===== config.mk =====
export PLATFORM = sky130hd
export DESIGN_NAME = vram_scan_ctrl
export DESIGN_NICKNAME = d
export VERILOG_FILES = /design/src/rtl/vram_pkg.sv /design/src/rtl/vga_phase_counter.sv /design/src/rtl/vram_scan_ctrl.sv
export SDC_FILE = /design/constraint.sdc
export NUM_CORES = 1
export LEC_CHECK = 0
export ABC_CLOCK_PERIOD_IN_PS = 2400
export BUFFER_PORTS_ARGS = -buffer_cell sky130_fd_sc_hd__buf_2
export CAP_MARGIN = 10
export CELL_PAD_IN_SITES_DETAIL_PLACEMENT = 0
export CELL_PAD_IN_SITES_GLOBAL_PLACEMENT = 2
export CORE_ASPECT_RATIO = 0.75
export CORE_UTILIZATION = 29
export CTS_CLUSTER_SIZE = 8
export DETAILED_ROUTE_END_ITERATION = 8
export MAX_ROUTING_LAYER = met4
export PLACE_DENSITY_LB_ADDON = 0.1
export SYNTH_ARGS = -nofsm -noshare
export SYNTH_HDL_FRONTEND = slang
export SYNTH_SLANG_ARGS = --single-unit
export TNS_END_PERCENT = 1

===== constraint.sdc =====
create_clock -name clk -period 2.4 [get_ports clk]
set_clock_uncertainty 0.05 [all_clocks]
set_input_delay 0.24 -clock clk [delete_from_list [all_inputs] [get_ports clk]]
set_output_delay 0.24 -clock clk [all_outputs]
set_load 0.005 [all_outputs]

===== src/rtl/vram_pkg.sv =====
// Shared 640x480@60 raster timing, pixel geometry and scan FSM state type.
// The VRAM write side reuses PIX_COUNT so both ports agree on the frame size.
package vram_pkg;

    localparam int H_ACTIVE = 640;
    localparam int H_FP     = 16;
    localparam int H_SYNC   = 96;
    localparam int H_BP     = 48;
    localparam int V_ACTIVE = 480;
    localparam int V_FP     = 10;
    localparam int V_SYNC   = 2;
    localparam int V_BP     = 33;

    localparam int H_TOTAL   = H_ACTIVE + H_FP + H_SYNC + H_BP;
    localparam int V_TOTAL   = V_ACTIVE + V_FP + V_SYNC + V_BP;
    localparam int PIX_COUNT = H_ACTIVE * V_ACTIVE;

    localparam int ADDRW = 20;
    localparam int DATAW = 24;

    typedef enum logic {
        IDLE = 1'b0,
        RUN  = 1'b1
    } scan_state_t;

endpackage


===== src/rtl/vga_phase_counter.sv =====
// One raster axis counter: ACTIVE, FP, SYNC, BP phases in that order.
// wrap_o is combinational so the next axis can step on the same clock edge.
module vga_phase_counter #(
    parameter int ACTIVE = 640,
    parameter int FP     = 16,
    parameter int SYNC   = 96,
    parameter int BP     = 48,
    parameter int CNT_W  = $clog2(ACTIVE + FP + SYNC + BP)
) (
    input  logic             clk,
    input  logic             reset,
    input  logic             inc_i,
    input  logic             clr_i,
    output logic [CNT_W-1:0] count_o,
    output logic             active_o,
    output logic             sync_o,
    output logic             wrap_o
);

    localparam int TOTAL = ACTIVE + FP + SYNC + BP;
    localparam logic [CNT_W-1:0] LAST       = CNT_W'(TOTAL - 1);
    localparam logic [CNT_W-1:0] ACT_END    = CNT_W'(ACTIVE);
    localparam logic [CNT_W-1:0] SYNC_START = CNT_W'(ACTIVE + FP);
    localparam logic [CNT_W-1:0] SYNC_LAST  = CNT_W'(ACTIVE + FP + SYNC - 1);

    logic [CNT_W-1:0] count_q, count_d;

    assign wrap_o = inc_i && (count_q == LAST);

    always_comb begin
        count_d = count_q;
        if (clr_i || wrap_o) begin
            count_d = '0;
        end else if (inc_i) begin
            count_d = count_q + 1'b1;
        end
    end

    always_ff @(posedge clk) begin
        if (reset) begin
            count_q <= '0;
        end else begin
            count_q <= count_d;
        end
    end

    assign count_o  = count_q;
    assign active_o = (count_q < ACT_END);
    assign sync_o   = (count_q >= SYNC_START) && (count_q <= SYNC_LAST);

endmodule


===== src/rtl/vram_scan_ctrl.sv =====
// VRAM scan-out controller: counter stage drives the VRAM read port, one output
// register stage lines sync/DE up with the registered VRAM read data.
module vram_scan_ctrl #(
    parameter int H_ACTIVE = vram_pkg::H_ACTIVE,
    parameter int H_FP     = vram_pkg::H_FP,
    parameter int H_SYNC   = vram_pkg::H_SYNC,
    parameter int H_BP     = vram_pkg::H_BP,
    parameter int V_ACTIVE = vram_pkg::V_ACTIVE,
    parameter int V_FP     = vram_pkg::V_FP,
    parameter int V_SYNC   = vram_pkg::V_SYNC,
    parameter int V_BP     = vram_pkg::V_BP,
    parameter int ADDRW    = vram_pkg::ADDRW,
    parameter int DATAW    = vram_pkg::DATAW
) (
    input  logic             clk,
    input  logic             reset,
    input  logic             En,
    output logic             RdEn,
    output logic [ADDRW-1:0] RdAddr,
    input  logic [DATAW-1:0] RdData,
    output logic             HSync,
    output logic             VSync,
    output logic             DE,
    output logic [DATAW-1:0] Pixel,
    output logic             FrameStart,
    output logic             Busy
);

    import vram_pkg::*;

    localparam int H_TOT = H_ACTIVE + H_FP + H_SYNC + H_BP;
    localparam int V_TOT = V_ACTIVE + V_FP + V_SYNC + V_BP;
    localparam int HCW   = $clog2(H_TOT);
    localparam int VCW   = $clog2(V_TOT);
    localparam logic [ADDRW-1:0] ADDR_LAST = ADDRW'(H_ACTIVE * V_ACTIVE - 1);

    scan_state_t      state_q, state_d;
    logic             running;
    logic [HCW-1:0]   hcnt;
    logic [VCW-1:0]   vcnt;
    logic             h_act, h_sync, h_wrap;
    logic             v_act, v_sync, v_wrap;
    logic             frame_end;
    logic             rd_en;
    logic [ADDRW-1:0] addr_q, addr_d;
    logic             hsync_q, vsync_q, de_q, fs_q;
    logic             hsync_d, vsync_d, de_d, fs_d;

    assign running = (state_q == RUN);

    vga_phase_counter #(
        .ACTIVE(H_ACTIVE), .FP(H_FP), .SYNC(H_SYNC), .BP(H_BP), .CNT_W(HCW)
    ) u_hcnt (
        .clk(clk), .reset(reset), .inc_i(running), .clr_i(!running),
        .count_o(hcnt), .active_o(h_act), .sync_o(h_sync), .wrap_o(h_wrap)
    );

    vga_phase_counter #(
        .ACTIVE(V_ACTIVE), .FP(V_FP), .SYNC(V_SYNC), .BP(V_BP), .CNT_W(VCW)
    ) u_vcnt (
        .clk(clk), .reset(reset), .inc_i(h_wrap), .clr_i(!running),
        .count_o(vcnt), .active_o(v_act), .sync_o(v_sync), .wrap_o(v_wrap)
    );

    // The vertical counter only steps on a line wrap, so its wrap marks frame end.
    assign frame_end = v_wrap;

    always_comb begin
        state_d = state_q;
        case (state_q)
            IDLE:    if (En) state_d = RUN;
            RUN:     if (frame_end && !En) state_d = IDLE;
            default: state_d = IDLE;
        endcase
    end

    always_ff @(posedge clk) begin
        if (reset) begin
            state_q <= IDLE;
        end else begin
            state_q <= state_d;
        end
    end

    assign rd_en = running && h_act && v_act;

    always_comb begin
        addr_d = addr_q;
        if (!running || frame_end) begin
            addr_d = '0;
        end else if (rd_en && (addr_q != ADDR_LAST)) begin
            addr_d = addr_q + 1'b1;
        end
    end

    assign hsync_d = !(running && h_sync);
    assign vsync_d = !(running && v_sync);
    assign de_d    = rd_en;
    assign fs_d    = running && (hcnt == '0) && (vcnt == '0);

    // Output stage: one register matches the VRAM's registered read latency.
    always_ff @(posedge clk) begin
        if (reset) begin
            addr_q  <= '0;
            hsync_q <= 1'b1;
            vsync_q <= 1'b1;
            de_q    <= 1'b0;
            fs_q    <= 1'b0;
        end else begin
            addr_q  <= addr_d;
            hsync_q <= hsync_d;
            vsync_q <= vsync_d;
            de_q    <= de_d;
            fs_q    <= fs_d;
        end
    end

    assign RdEn       = rd_en;
    assign RdAddr     = addr_q;
    assign HSync      = hsync_q;
    assign VSync      = vsync_q;
    assign DE         = de_q;
    assign Pixel      = de_q ? RdData : '0;
    assign FrameStart = fs_q;
    assign Busy       = running;

endmodule


==> flow_metrics.tcl <==
set metrics [dict create \
    cp-startpoint "u_vcnt.count_o[0]" \
    critical_path_class "register to register" \
    finalCriticalPeriod_ns 2.096 \
    fin_setup_tns_ns 0 \
    area_delta_synth_final_pct 25.09 \
    grt_pass1_vias 1983 \
    regArea_um2 900.9 \
    boundaryPins 77 \
    p_leak_nw 1.234 \
    wl_per_cell_um 12.98 \
    grt_start_max_net_pins 26 \
    synth_edf_count 0 \
    finalCritPeriodShare_pct 87.34 \
    cts_sinks 45 \
    path_max_fanout 16 \
    cts_hold_buffers 0 \
    initial_core_util_pct 30.78 \
    outcome "finished clean" \
    start_kind "register" \
    hold_slack_ns 0.09267 \
    r2r_setup_slack_ns 0.30 \
    crit_slowest_cell "or4b_4" \
    drv_slew 0 \
    cts_resized 0 \
    grt_pass1_wl_um 9722 \
    cts_root_buffer "clkbuf_8" \
    syn_avg_cell_area_um2 8.651 \
    viasPerCell 4.800 \
    ant_nets 0 \
    fin_area_um2 2900 \
    worstMarginPinSlew_ns 0.5034 \
    yosysWarnings 0 \
    ys.flop_type "dfxtp_1" \
    synthCells 268 \
    fill_cells 791 \
    p_per_area_nw_per_um2 459.4 \
    cts_buffer_depth 2 \
    synth.yosys.seq_area_share_pct 38.86 \
    dp_cells 441 \
    antenna_found_initial 0 \
    gr-total-overflow 0 \
    peakVddDrop_v 0.0002225 \
    r2r-start "u_vcnt.count_o[0]" \
    holdCritPathClass "input port to register" \
    port_buffers 76 \
    synth_nets 301 \
    cap_violations 0 \
    max_slew_margin_pct 66.40 \
    crit_end "u_vcnt.count_o[1]" \
    synthesis.area_um2 2318 \
    cts_tree "yes" \
    clk_latency_ns 0.29 \
    cts_setup_buffers 0 \
    clkTransAtPathRegs_ns 0.08 \
    critPathCaptureType "register" \
    wirelength_um 5826 \
    num_vias 2155 \
    yosys_register_bits 45 \
    r2r-end "u_vcnt.count_o[1]" \
    path_cells "inv_1 > ha_1 > or4b_4 > nor4_2 > a21o_2 > buf_12 > nor2_1" \
    multiInputGateArea_um2 1334 \
    die_y_um 79.44 \
    drc 0 \
    critPathMaxStageDelay_ns 0.46 \
    final_nets 380 \
    antenna_cells 0 \
    final_util_pct 38.50 \
    hpwl_um 4365 \
    die_area_um2 8360 \
    grt_usage_pct 15.04 \
    place_area_um2 2818 \
    dr.pass1.iters 4 \
    setup_violations 0 \
    async_flop_share_pct 0 \
    rsz0062_at_grt "no" \
    worst_ep_arrival_time_ns 2.23 \
    h-tree-depth 2 \
    drive_gt1_share_pct 28.74 \
    clock.fmax_mhz 477.1 \
    finalHoldViolations 0 \
    drtIter0Drc 97 \
    synth_cell_types 47 \
    hold_depth 2 \
    die_w_um 105.2 \
    numCtsBuffers 5 \
    routabilityCongestion 0.7377 \
    r2r_cells 7 \
    instances_no_fill 449 \
    core-area_um2 7533 \
    required_ns 2.54 \
    rows 27 \
]
==> worst max-delay path, delay by kind of cell (launching register included) <==
family / cells / cell delay (ns)
simple gates: 3 / 0.75
compound gates: 1 / 0.39
flops: 1 / 0.36
buf+inv: 2 / 0.30
fa+ha+maj: 1 / 0.14
==> layout by cell type (no fill, tap or decap), types with 7 or more instances in the layout <==
cell	n
xor2_1	18
xnor2_1	9
buf_2	76
nand4_1	17
nand2_1	9
nor3_1	8
nand3_1	14
and3_1	8
a21oi_1	7
nor2_1	31
and2_1	26
dfxtp_1	45
inv_1	8
==> sequential cells by signal, summed over array words and instances (netlist names) <==
| register | cells |
|---|---|
| u_hcnt.count_o | 10 |
| DE | 1 |
| RdAddr | 20 |
| FrameStart | 1 |
| u_vcnt.count_o | 10 |
| VSync | 1 |
| HSync | 1 |
| Busy | 1 |
==> through the flow <==
stage / worst slack (ns) / power, mW
finish: 0.3038 / 1.332
global placement: 0.3613 / 0.8964
CTS: 0.2609 / 1.355
global route: 0.1433 / 1.406
floorplan: 0.6189 / 0.8356
detailed placement: 0.2939 / 0.8964
==> layer usage <==
| metal | wire [um] | up-vias | track usage [%] |
|---|---|---|---|
| met5 | 0 | - | - |
| li1 | - | 1097 | - |
| met2 | 2423 | 70 | 23.49 |
| met4 | 27 | 0 | 3.380 |
| met3 | 367 | 2 | 3.510 |
| met1 | 3007 | 986 | 19.83 |
==> cell usage after synthesis (all sizes together), types with 2 or more instances <==
library cell / count / area [um2]
a21oi: 7 / 35.03
and2: 27 / 168.9
and3: 8 / 50.05
and4: 4 / 35.03
buf: 5 / 38.78
clkbuf: 3 / 11.26
dfxtp: 45 / 900.9
ha: 6 / 75.07
inv: 9 / 33.78
mux2i: 2 / 20.02
nand2: 9 / 33.78
nand3: 16 / 90.09
nand4: 17 / 106.4
nor2: 34 / 135.1
nor3: 8 / 40.04
nor3b: 2 / 26.28
nor4: 7 / 50.05
nor4b: 2 / 17.52
o21ai: 9 / 48.80
or3: 7 / 48.80
xnor2: 9 / 78.83
xor2: 18 / 157.7
==> how the worst min path moves through the flow <==
stage | start | endpoint | slack [ns]
6_report | reset | DE | 0.09
5_1_grt | reset | DE | 0.09
4_1_cts | reset | DE | 0.09
3_5_place_dp | reset | DE | 0.41
3_3_place_gp | reset | DE | 0.41
2_1_floorplan | reset | DE | 0.26
==> cell type report <==
cell class | instances | share of cell area [%]
multi-input combinational | 206 | 45.99
sequential | 45 | 31.06
timing repair buffer | 80 | 14.58
tap | 101 | 4.357
clock buffer | 6 | 2.502
inverter | 9 | 1.165
clock inverter | 2 | 0.3451
==> kinds of logic (layout without fill, tap and decap cells) <==
logic type | count (synthesis) | in the layout | synth area share [%]
simple gates | 147 | 147 | 36.75
buf+inv | 17 | 97 | 3.615
flops | 45 | 45 | 38.86
xor+xnor | 27 | 27 | 10.20
fa+ha+maj | 6 | 6 | 3.238
mux | 2 | 2 | 0.8635
compound gates | 24 | 24 | 6.477
==> where the power goes <==
part / switching [mW] / internal (mW) / leakage [nW] / total (mW)
sequential: 0.00894 / 0.753 / 0.364 / 0.762
combinational: 0.0567 / 0.0571 / 0.826 / 0.114
clock: 0.255 / 0.202 / 0.0450 / 0.457
Note: power is estimated with default switching activity, not from simulation.
